===== src/rtl/load_store_unit.sv =====
// load_store_unit: RV32I memory stage with dmem req/gnt/rvalid handshake, load align/extend and MEM/WB register.
// Define MISALIGN_TRAP_EN to trap misaligned accesses instead of forcing them aligned.
module load_store_unit #(
  parameter int D_WIDTH = 32
) (
  input  logic               clk,
  input  logic               rst,
  input  logic               valid_m_i,
  input  logic               mem_read_m_i,
  input  logic               mem_write_m_i,
  input  logic [2:0]         funct3_m_i,
  input  logic [D_WIDTH-1:0] alu_result_m_i,
  input  logic [D_WIDTH-1:0] write_data_m_i,
  input  logic               reg_write_m_i,
  input  logic [1:0]         result_src_m_i,
  input  logic [4:0]         rd_m_i,
  input  logic [D_WIDTH-1:0] pc_plus4_m_i,
  output logic               dmem_req_o,
  output logic               dmem_we_o,
  output logic [D_WIDTH-1:0] dmem_addr_o,
  output logic [3:0]         dmem_be_o,
  output logic [D_WIDTH-1:0] dmem_wdata_o,
  input  logic               dmem_gnt_i,
  input  logic               dmem_rvalid_i,
  input  logic [D_WIDTH-1:0] dmem_rdata_i,
  output logic               stall_m_o,
  output logic               reg_write_w_o,
  output logic [1:0]         result_src_w_o,
  output logic [D_WIDTH-1:0] alu_result_w_o,
  output logic [D_WIDTH-1:0] read_data_w_o,
  output logic [4:0]         rd_w_o,
  output logic [D_WIDTH-1:0] pc_plus4_w_o,
  output logic               misalign_w_o
);
  typedef enum logic {REQ, WAIT} state_t;
  state_t             state_q;
  logic [1:0]         off_q;
  logic [2:0]         f3_q;
  logic               reg_write_q, misalign_q;
  logic [1:0]         result_src_q;
  logic [4:0]         rd_q;
  logic [D_WIDTH-1:0] alu_q, rdata_q, pc4_q, ld;
  logic               legal, is_w, is_h, mem_op, trap, pending, is_load, bubble, done;
  logic [1:0]         off;
  logic [7:0]         lb;
  logic [15:0]        lh;
  assign legal   = funct3_m_i inside {3'b000, 3'b001, 3'b010, 3'b100, 3'b101};
  assign is_w    = funct3_m_i == 3'b010;
  assign is_h    = funct3_m_i[1:0] == 2'b01;
  assign is_load = mem_read_m_i;
  assign mem_op  = valid_m_i & (mem_read_m_i | mem_write_m_i) & legal;
`ifdef MISALIGN_TRAP_EN
  assign trap = mem_op & ((is_w & |alu_result_m_i[1:0]) | (is_h & alu_result_m_i[0]));
`else
  assign trap = 1'b0;
`endif
  // Offending low bits are dropped so lanes always line up with the access size
  assign off     = is_w ? 2'b00 : is_h ? {alu_result_m_i[1], 1'b0} : alu_result_m_i[1:0];
  assign pending = mem_op & ~trap;
  assign done    = state_q == WAIT & dmem_rvalid_i;
  assign stall_m_o    = state_q == WAIT ? ~dmem_rvalid_i : pending & ~(dmem_gnt_i & ~is_load);
  assign dmem_req_o   = state_q == REQ & pending;
  assign dmem_we_o    = dmem_req_o & ~is_load;
  assign dmem_addr_o  = {alu_result_m_i[D_WIDTH-1:2], 2'b00};
  assign dmem_be_o    = is_w ? 4'hF : is_h ? (off[1] ? 4'hC : 4'h3) : 4'b0001 << off;
  assign dmem_wdata_o = is_w ? write_data_m_i : is_h ? {2{write_data_m_i[15:0]}} : {4{write_data_m_i[7:0]}};
  assign lb = dmem_rdata_i[8*off_q +: 8];
  assign lh = off_q[1] ? dmem_rdata_i[31:16] : dmem_rdata_i[15:0];
  assign ld = f3_q[1] ? dmem_rdata_i : f3_q[0] ? {{16{~f3_q[2] & lh[15]}}, lh} : {{24{~f3_q[2] & lb[7]}}, lb};
  assign bubble = stall_m_o | ~valid_m_i | ~legal;
  always_ff @(posedge clk) begin
    if (rst) begin
      state_q      <= REQ;
      off_q        <= '0;
      f3_q         <= '0;
      reg_write_q  <= 1'b0;
      misalign_q   <= 1'b0;
      result_src_q <= '0;
      alu_q        <= '0;
      rdata_q      <= '0;
      rd_q         <= '0;
      pc4_q        <= '0;
    end else begin
      if (state_q == REQ && pending && dmem_gnt_i && is_load) begin
        state_q <= WAIT;
        off_q   <= off;
        f3_q    <= funct3_m_i;
      end else if (done) begin
        state_q <= REQ;
      end
      reg_write_q  <= ~bubble & ~trap & reg_write_m_i;
      misalign_q   <= ~bubble & trap;
      result_src_q <= bubble ? '0 : result_src_m_i;
      alu_q        <= bubble ? '0 : alu_result_m_i;
      rd_q         <= bubble ? '0 : rd_m_i;
      pc4_q        <= bubble ? '0 : pc_plus4_m_i;
      rdata_q      <= (~bubble & done) ? ld : '0;
    end
  end
  assign reg_write_w_o  = reg_write_q;
  assign misalign_w_o   = misalign_q;
  assign result_src_w_o = result_src_q;
  assign alu_result_w_o = alu_q;
  assign read_data_w_o  = rdata_q;
  assign rd_w_o         = rd_q;
  assign pc_plus4_w_o   = pc4_q;
endmodule


===== config.mk =====
export PLATFORM = sky130hd
export DESIGN_NAME = load_store_unit
export DESIGN_NICKNAME = d
export VERILOG_FILES = /design/src/rtl/load_store_unit.sv
export SDC_FILE = /design/constraint.sdc
export NUM_CORES = 1
export LEC_CHECK = 0
export CORE_AREA = 2 2 125 127
export CTS_CLUSTER_DIAMETER = 120
export DETAILED_ROUTE_END_ITERATION = 16
export DIE_AREA = 0 0 127 129
export HOLD_SLACK_MARGIN = 0.12
export PLACE_DENSITY = 0.78
export SLEW_MARGIN = 10
export SYNTH_ARGS = -nofsm -noshare
export SYNTH_HDL_FRONTEND = slang
export SYNTH_SLANG_ARGS = --single-unit

===== constraint.sdc =====
create_clock -name clk -period 3.19 [get_ports clk]
set_input_delay 0.4785 -clock clk [delete_from_list [all_inputs] [get_ports clk]]
set_output_delay 0.4785 -clock clk [all_outputs]
set_load 0.02 [all_outputs]

## Word level (Yosys, flattened, before mapping)

Cells that the tools add are included.

- $mul: 0
- Bitwise operators: 23
- Equality and inequality tests: 5
- $add $sub $neg: 0
- Reductions and logical operators: 8
- Mux-type cells: 13
- Order comparisons: 0
- Shifts and indexed selects: 2
- Divide/modulo/power cells: 0

Operators by type and width:

| cell | count |
|---|---|
| $mux W32 | 4 |
| $shiftx A32 B6 Y8 | 1 |
| $mux W16 | 1 |
| $mux W4 | 3 |
| $and A1 B1 Y1 | 11 |
| $not A1 Y1 | 9 |
| $eq A3 B3 Y1 const B | 2 |
| $reduce_bool A5 Y1 | 1 |
| $mux W1 | 4 |
| $reduce_or A2 Y1 | 2 |
| $shl A1 B2 Y4 const A | 1 |
| $eq A3 B1 Y1 const B | 1 |
| $eq A3 B2 Y1 const B | 1 |
| $logic_and A1 B1 Y1 | 3 |
| $logic_not A3 Y1 | 1 |
| $or A1 B1 Y1 | 3 |
| $eq A2 B1 Y1 const B | 1 |
| $mux W2 | 1 |
| $reduce_bool A2 Y1 | 1 |

- Latch bits: 0
- Memories: 0
- Bits in read-only memories: 0
- Logic and storage cells: 60
- Input port bits: 146
- Bits in registers: 110
- Output and inout port bits: 176
- Memory bits (writable): 0

## Depth between registers and ports, before layout

- Depth in word-level cells: 11
- Gate-level depth with buffers: 6
- Gate-level depth less buffers: 4

## Worst setup path after synthesis

Ideal clock, no wire load.

- Path type: input-to-output
- From: input funct3_m_i[2]
- To: output stall_m_o
- Stages on the path: 4
- Required time: 2,711 ps
- Path buffers: 0
- Slack: 1,109 ps
- Data arrival time: 1,602 ps
- Cell sequence: o21ai_1 nand2_1 or3_1 o21ai_0

- Cells in the longest elaborated chain, start to end: 5
- Elaborated cells between the ends (all ways): 9
- Classes of those cells: eq/ne: 4; mux: 1; bitwise: 2; reduce/logical: 2

Ends and longest elaborated chain:

| element | line | RTL |
|---|---|---|
| from (decl) | 11 | `input logic [2:0] funct3_m_i,` |
| $eq A3 B1 Y1 (tied with other cells) | 47 | `assign legal = funct3_m_i inside {3'b000, 3'b001, 3'b010, 3'b100, 3'b101};` |
| $reduce_bool A5 Y1 (*) | 47 |  |
| $and A1 B1 Y1 (*) | 51 | `assign mem_op = valid_m_i & (mem_read_m_i \| mem_write_m_i) & legal;` |
| $and A1 B1 Y1 (*) | 61 | `assign stall_m_o = state_q == WAIT ? ~dmem_rvalid_i : pending & ~(dmem_gnt_i & ~is_load);` |
| $mux W1 (*) | 61 |  |
| to (decl) | 26 | `output logic stall_m_o,` |

Every way passes the cells marked *; elsewhere a longest branch is shown, timed or not.

## Worst setup path in the final report

Ends and elaborated chain as after synthesis.

==> results by group <==
Drt
  – Iter 0 DRT Violations: 197
  – Final ANT Viol Nets: 0
  – Drt wl/cell: 14.92 µm
  – Final wirelength: 13.79 mm
  – Via count: 4,023
  – 1st-pass router iterations: 5
  – # DRC: 0
  – Via density: 4.354

Yosys
  – Synth top cells by count: dfxtp_1 (110), nand2_1 (82), and2_1 (71)
  – Mapped Avg Cell Area: 9.194 µm²
  – Seq/Total Area, Yosys: 0.5276
  – Synthesized area: 0.004174 mm²
  – Area leader, netlist: dfxtp_1
  – Most frequent cell after synthesis: dfxtp_1
  – Area contributors post-synth: dfxtp_1 (53%), and2_1 (11%), buf_4 (7.6%)
  – Yosys top cell area share: 0.5276
  – Main synth FF type: dfxtp_1
  – Post-synth cell types: 33
  – EDFF count, synth: 0
  – FF+latch count, synth: 110
  – Yosys Warn Count: 0
  – Ys async rst share: 0
  – Cells after Synth: 454

Pwr
  – Pwr Density: 406.2 mW/mm²
  – Total power: 3.084 mW
  – P_leak: 2.928 nW
  – Maximum VDD drop: 323.9 µV

Die
  – Horiz. Die Dim: 127 µm
  – Die H: 129 µm
  – Initial core utilization: 0.2787
  – Die Area: 0.01638 mm²
  – Core area: 0.01498 mm²
  – # rows: 45
  – I/O pin count: 322

STA
  – Slew @ Worst Pin: 0.7600 ns
  – Endpoints failing hold: 0
  – Period utilisation layout: 0.9267
  – Slew margin rel.: 0.4923
  – Skew final: 0.007670 ns
  – Setup violations, final: 0
  – RSZ-0062 raised after global routing: false
  – Fin Setup TNS: 0 ns
  – Peak Freq: 338.3 MHz
  – Min Tclk post-route: 2.956 ns
  – Max Slew Vio Count: 0

GRT
  – Pin count of the biggest net entering global routing: 72
  – Vias in the first global route: 3,824
  – Initial antenna violation count: 0
  – Gr ovfl total: 0
  – First-pass GRT wire length: 20.42 mm
  – Tot GR Track Use: 0.1601

Clock tree
  – H-tree depth: 3
  – Root Driver: clkbuf_16
  – Hold buffers post-CTS: 0
  – CTS buffer count: 9
  – # Post-CTS Setup Buffers: 0
  – CTS tree: built
  – Clk sink count: 110
  – Clk slew on worst S/H paths: 0.07 ns
  – Cts repair resizes: 0
  – Max Root-Sink Buffers: 2
  – Clock latency on the worst-skew pair: 0.35 ns

Placed design
  – DP HPWL: 10.83 mm
  – Placed inst area: 0.007297 mm²
  – Post-Place Cells: 908
  – Port Buf Inserts: 318
  – RD Place Congestion: 0.7779

Flow run
  – Max Cap Viol: 0

Setup path
  – Crit-path cells: clkdlybuf4s50_1 -> o21ai_1 -> nand2_1 -> or3_1 -> o21ai_0 -> clkdlybuf4s50_1
  – Slowest stage cell, crit path: clkdlybuf4s50_1
  – CP arrival: 2.48 ns
  – Startpoint Class: input port
  – Critical Path Most Common Cell: clkdlybuf4s50_1
  – Setup CP Type: input port to output port
  – CP delay by family, top: buffers and inverters
  – Critical Path RT: 2.71 ns
  – CP max stage delay: 0.63 ns
  – WP buf/inv: 2
  – Crit end category: output port
  – Crit Path Max Fanout: 3

Worst hold path
  – Hold Crit Class: flop to flop

Layout
  – Ant diodes: 0
  – Filler cells: 1,371
  – Final instance area: 0.007591 mm²
  – Non-filler cells, final: 924
  – Final core utilization: 0.5069
  – Share of cells above drive strength 1: 0.05842
  – Syn-to-layout area delta: 81.86%
  – Final net count: 877

Outcome
  – Outcome: finished, final reports clean
==> registers in the layout (all words and copies together) (netlist names), 2 cells and up <==
register        cells
alu_result_w_o     32
pc_plus4_w_o       32
read_data_w_o      32
rd_w_o              5
f3_q                3
off_q               2
result_src_w_o      2
==> path summary, 6_finish.rpt <==
kind                      start          endpoint  slack (ns)  cells after the start
setup reg to reg       off_q[1]  read_data_w_o[8]        1.11                      5
hold reg to reg         state_q           state_q        0.57                      2
setup / recovery  funct3_m_i[2]         stall_m_o        0.23                      6
hold / removal          state_q           state_q        0.57                      2
==> layer usage <==
metal	share of wire	wire length (µm)	up-vias	global-route usage
li1	-	-	1994	-
met1	0.39	5436	1813	0.1866
met2	0.50	6892	196	0.2717
met3	0.087	1199	20	0.06154
met4	0.019	261	0	0.05365
met5	0	0	-	0
==> cell usage in the layout, fill, tap and decap left out, drive strengths merged, types with 2 or more instances in the layout <==
cell type	Yosys	routed
nor4	2	2
conb	1	3
clkbuf	21	10
nor2	17	17
a222oi	8	8
a221oi	8	8
a21oi	18	18
dfxtp	110	110
a22oi	8	8
clkinv	0	3
or3	3	3
nor3b	3	3
o21ai	22	22
and2	71	71
clkdlybuf4s50	0	318
mux2i	5	5
nand2b	2	2
buf	46	13
nor2b	7	7
nand2	82	82
inv	12	14
==> worst min-delay path: cells and delay by family (launching register included) <==
kind	cells	cell delay [ns]
AO/OA/AOI/OAI	1	0.07
flip-flops	1	0.34
AND/OR/NAND/NOR	1	0.12
==> area by class of cell <==
class / instances / area (µm²) / area share
clock inverter: 6 / 55.05 / 0.007252
multi-input combinational: 267 / 1521 / 0.2004
inverter: 12 / 45.04 / 0.005934
timing repair buffer: 331 / 3293 / 0.4338
sequential: 110 / 2202 / 0.2901
clock buffer: 10 / 239.0 / 0.03148
tap: 188 / 235.2 / 0.03099
==> report_power, final <==
part           switching (mW)  internal [mW]  leakage [nW]  total (mW)
clock network           0.527          0.564         0.142        1.09
logic                   0.258          0.333          1.90       0.591
registers             0.00950           1.39         0.889        1.40
total                   0.795           2.29          2.93        3.08
==> logic make-up (layout without fill, tap and decap cells) <==
kind of cell | after synthesis | after routing | synth area share
and+or+nand+nor | 190 | 190 | 0.2287
DFF | 110 | 110 | 0.5276
AOI/OAI and AO/OA | 68 | 68 | 0.1169
buffers and inverters | 79 | 359 | 0.1112
muxes | 6 | 6 | 0.01469
other | 1 | 3 | 0.0008984
==> through the flow <==
| step | worst slack [ns] | hold slack, ns |
|---|---|---|
| after global routing | 0.07198 | 0.6203 |
| after detailed placement | 0.2049 | 0.5551 |
| final | 0.2338 | 0.5679 |
| after CTS | 0.1796 | 0.5760 |
| after floorplan | 1.109 | 0.4915 |
| after global placement | 0.1953 | 0.5509 |
Note: power is estimated with default switching activity, not from simulation.
==> edit 1: new RTL, same settings <==
Reset style: asynchronous (`rst`), changed in one clocked block.
--- a/src/rtl/load_store_unit.sv
+++ b/src/rtl/load_store_unit.sv
@@ -69,5 +69,5 @@
   assign ld = f3_q[1] ? dmem_rdata_i : f3_q[0] ? {{16{~f3_q[2] & lh[15]}}, lh} : {{24{~f3_q[2] & lb[7]}}, lb};
   assign bubble = stall_m_o | ~valid_m_i | ~legal;
-  always_ff @(posedge clk) begin
+  always_ff @(posedge clk or posedge rst) begin
     if (rst) begin
       state_q      <= REQ;
Behaviour: differs if rst is asserted again (counterexample within 4 cycles, from zero or initial values and one cycle with rst high); with rst held inactive, the same outputs for 10 cycles.
==> edit 1 against the unedited design <==
Sequential cell count is the same; die area unchanged; area after synthesis rose by 16%; routed wire length increased by 10%; cell area grew 9.0%; register-to-register slack worse by 130 ps; setup slack lost 51 ps; total power increased by 15%; critical path type unchanged; largest power group unchanged.
==> edit 1: results (changes against the unedited design) <==
Status
  – Status: completed (unchanged)

Hold path
  – Hold Startpoint: f3_q[2]$_DFFE_PP0P_ (was state_q$_SDFFE_PP0P_)
  – Min-Delay Endpoint: f3_q[2]$_DFFE_PP0P_ (was state_q$_SDFFE_PP0P_)

Synth
  – Commonest cells post-synth: 110 x dfrtp_1, 79 x nand2_1, 73 x and2_1, 41 x buf_4, 19 x nor2b_1 (was 110 x dfxtp_1, 82 x nand2_1, 71 x and2_1, 42 x buf_4)
  – FFs w/ async S/R, synth: 100% (was 0%)

Routing
  – Router iterations before antenna repair: 4 (was 5)
  – Routed Wire Length: 15.2 mm (was 13.8 mm)
  – Vias per std cell: 4.59 (was 4.35)

Power and ir drop
  – Peak supply drop: 0.000246 V (was 0.000324 V)
  – P_sw: 0.00102 W (was 0.000795 W)
  – Combinational power share: 26.1% (was 19.2%)
  – Leak Pwr: 3.66 nW (was 2.93 nW)

Setup path
  – R2r endpoint: read_data_w_o[25]$_DFF_PP0_ (was read_data_w_o[8]$_SDFF_PP0_)
  – R2R setup slack: 980 ps (was 1110 ps)
  – Reg2reg start: off_q[1]$_DFFE_PP0P_ (was off_q[1]$_SDFFE_PP0P_)
  – Worst setup path start: funct3_m_i[0] (was funct3_m_i[2])
  – Crit-path max FO: 8 (was 3)
  – WP data arrival: 2530 ps (was 2480 ps)

Placed design
  – GPL Wtd Cong: 0.851 (was 0.778)
  – Post-DP HPWL: 11.8 mm (was 10.8 mm)

Layout
  – Fillers: 1312 (was 1371)
  – Layout cells sized above 1: 5.80% (was 5.84%)
  – Nets: 883 (was 877)

STA
  – Worst Skew: 5.42 ps (was 7.67 ps)

Global route
  – Largest net degree at the start of global routing: 63 (was 72)
  – First-pass GRT wire length: 22.9 mm (was 20.4 mm)
  – Vias in the first global route: 4294 (was 3824)
  – Gr usage total: 18.2% (was 16.0%)
-- edit 1: cell count changes after synthesis, sizes merged, moves of 8 or more --
| cell | before | now |
|---|---|---|
| nor3 | 1 | 18 |
| o21ai | 22 | 13 |
| a222oi | 8 | 0 |
| dfxtp | 110 | 0 |
| nor2b | 7 | 19 |
| nor2 | 17 | 9 |
| dfrtp | 0 | 110 |
-- edit 1: logic make-up after synthesis --
kind of cell           Yosys count  synth area share, %
other                            1               0.0775
muxes                           17                 3.93
DFF                            110                 56.9
and+or+nand+nor                203                 21.5
buffers and inverters           70                 9.03
AOI/OAI and AO/OA               57                 8.56
-- edit 1: cell type report --
| type | count | share of cell area [%] |
|---|---|---|
| clock inverters | 5 | 0.695 |
| flip-flops and latches | 110 | 33.3 |
| inverters | 5 | 0.272 |
| well taps | 188 | 2.84 |
| clock buffers | 11 | 2.81 |
| multi-input cells | 280 | 20.1 |
| repair buffers | 331 | 40.1 |
-- edit 1: worst max-delay path, cell delays in order --
cell             delay [ps]
clkdlybuf4s50_1         540
nor2b_1                 440
buf_4                   240
a22oi_1                  70
nand2_1                 140
clkdlybuf4s50_1         620
-- edit 1: metrics by stage --
step | std cells | power [W] | cell area (um^2) | hold WS, ps
after floorplan | 460 | 0.00204 | 4850 | 530
final | 930 | 0.00356 | 8280 | 602
after global placement | 914 | 0.00247 | 7990 | 579
after detailed placement | 914 | 0.00248 | 7990 | 602
after CTS | 930 | 0.00360 | 8280 | 618
after global routing | 930 | 0.00373 | 8280 | 630
-- edit 1: per-layer routing --
| layer | global-route usage [%] | share of wire, % |
|---|---|---|
| met5 | 0 | 0 |
| met4 | 6.92 | 2.6 |
| met3 | 5.45 | 8.3 |
| met2 | 32.5 | 52 |
| met1 | 20.5 | 38 |
==> edit 2: new RTL, config.mk and constraints unchanged <==
Made on the original files. The option `MISALIGN_TRAP_EN` is turned on by a define.
--- a/src/rtl/load_store_unit.sv
+++ b/src/rtl/load_store_unit.sv
@@ -1,4 +1,6 @@
 // load_store_unit: RV32I memory stage with dmem req/gnt/rvalid handshake, load align/extend and MEM/WB register.
 // Define MISALIGN_TRAP_EN to trap misaligned accesses instead of forcing them aligned.
+`define MISALIGN_TRAP_EN
+
 module load_store_unit #(
   parameter int D_WIDTH = 32
Check against the original RTL: not equivalent (a bounded check fails within 4 cycles, from zero or initial values and one cycle with rst high).
==> edit 2 against the unedited design <==
Setup slack got worse by 93 ps; total power increased by 8.1%; hold slack got worse by 59 ps; routed wire length increased by 6.4%; utilization increased by 1.1 points; register-to-register slack got worse by 20 ps; global-route usage increased by 1.4 points; cell area increased by 2.2%; sequential cell count increased by 1; area after synthesis increased by 3.5%.
==> edit 2: results (changes against the unedited design) <==
Status
  – Status: completed (unchanged)

Synth
  – Post-synthesis average cell area: 8.96 um^2 (was 9.19 um^2)
  – Register area share after synthesis: 51.4% (was 52.8%)
  – Synth cell types: 40 (was 33)
  – Commonest cells post-synth: 111 x dfxtp_1, 92 x nand2_1, 72 x and2_1, 40 x buf_4, 31 x a21oi_1 (was 110 x dfxtp_1, 82 x nand2_1, 71 x and2_1, 42 x buf_4)

Layout
  – Fillers: 1363 (was 1371)
  – Layout cells sized above 1: 4.87% (was 5.84%)
  – Final std cells w/o fill: 947 (was 924)
  – Nets: 900 (was 877)

Power and ir drop
  – Leak Pwr: 3.02 nW (was 2.93 nW)
  – Net Sw Frac: 25.5% (was 25.8%)
  – Peak supply drop: 0.000269 V (was 0.000324 V)

Placed design
  – DP Cell Count: 931 (was 908)
  – I/O Buffers: 319 (was 318)
  – GPL Wtd Cong: 0.812 (was 0.778)

Setup path
  – Crit-path max FO: 10 (was 3)
  – Crit-path max cell delay: 610 ps (was 630 ps)

Global route
  – Largest net degree at the start of global routing: 74 (was 72)
  – First-pass GRT wire length: 22.1 mm (was 20.4 mm)
  – Vias in the first global route: 4045 (was 3824)

Routing
  – Router iterations before antenna repair: 4 (was 5)
  – Vias per std cell: 4.47 (was 4.35)
  – Routed Wire Length: 14.7 mm (was 13.8 mm)
  – DRT iter0 DRCs: 239 (was 197)

STA
  – Worst Skew: 8.63 ps (was 7.67 ps)
-- edit 2: changes by cell type after synthesis, moves of 3 or more --
cell / delta
a21oi_1: +23
a21oi_2: -10
a222oi_1: -8
clkbuf_1: -4
clkbuf_2: +7
mux2_2: +4
nand2_1: +10
nand2b_1: +3
nand3_1: +3
nor2b_1: -4
o211ai_1: +3
o21ai_0: -12
or2_2: +3
-- edit 2: worst reg2reg max path, delay by kind of cell, from the launching register on --
kind,cells,cell delay [ps]
compound gates,2,780
flops,1,670
mux,2,460
-- edit 2: kinds of logic (layout without fill, tap and decap cells) --
group                  Yosys count  count (layout)  share of synthesized area (%)
AND/OR/NAND/NOR                212             212                           24.4
multiplexers                    11              11                           2.69
buffers and inverters           78             354                           10.5
other                            1               2                         0.0868
flip-flops                     111             111                           51.4
AO/OA/AOI/OAI                   69              69                           10.9
-- edit 2: final cells by class --
class | count | share of cell area (%)
clock buffers | 9 | 2.90
clock inverters | 7 | 1.34
inverters | 11 | 0.532
multi-input cells | 294 | 21.3
flip-flops and latches | 111 | 28.6
well taps | 188 | 3.03
repair buffers | 327 | 42.3
-- edit 2: through the flow --
stage / hold WS [ps] / power, W / area (um^2) / util, % / worst slack (ps)
2_1_floorplan: 468 / 0.00175 / 4320 / - / 1000
3_3_place_gp: 501 / 0.00212 / 7430 / 49.6 / 140
3_5_place_dp: 503 / 0.00213 / 7430 / 49.6 / 105
4_1_cts: 515 / 0.00337 / 7750 / 51.8 / 91.6
5_1_grt: 560 / 0.00346 / 7760 / 51.8 / 13.5
6_report: 509 / 0.00333 / 7760 / 51.8 / 140
-- edit 2: final timing paths --
path / startpoint / end / slack (ps) / cells after the start
worst max-delay path: funct3_m_i[1] / dmem_we_o / 140 / 6
worst min-delay path: f3_q[2]$_SDFFE_PP0P_ / f3_q[2]$_SDFFE_PP0P_ / 510 / 2
worst max register to register: off_q[1]$_SDFFE_PP0P_ / read_data_w_o[10]$_SDFF_PP0_ / 1090 / 4
worst min register to register: f3_q[2]$_SDFFE_PP0P_ / f3_q[2]$_SDFFE_PP0P_ / 510 / 2
-- edit 2: routing by layer --
metal / up-vias / routed length (um) / track usage, %
met1: 1929 / 5420 / 18.2
met4: 0 / 271 / 5.49
met2: 210 / 7810 / 33.4
li1: 2074 / - / -
met3: 21 / 1170 / 5.11
met5: - / 0 / 0
-- edit 2: power by group through the flow --
| stage | clock, W | sequential [W] | combinational (W) |
|---|---|---|---|
| after floorplan | 0 | 0.00150 | 0.000245 |
| after global placement | 0 | 0.00146 | 0.000660 |
| after detailed placement | 0 | 0.00146 | 0.000664 |
| after CTS | 0.00127 | 0.00143 | 0.000668 |
| after global routing | 0.00133 | 0.00143 | 0.000703 |
| final | 0.00124 | 0.00143 | 0.000662 |
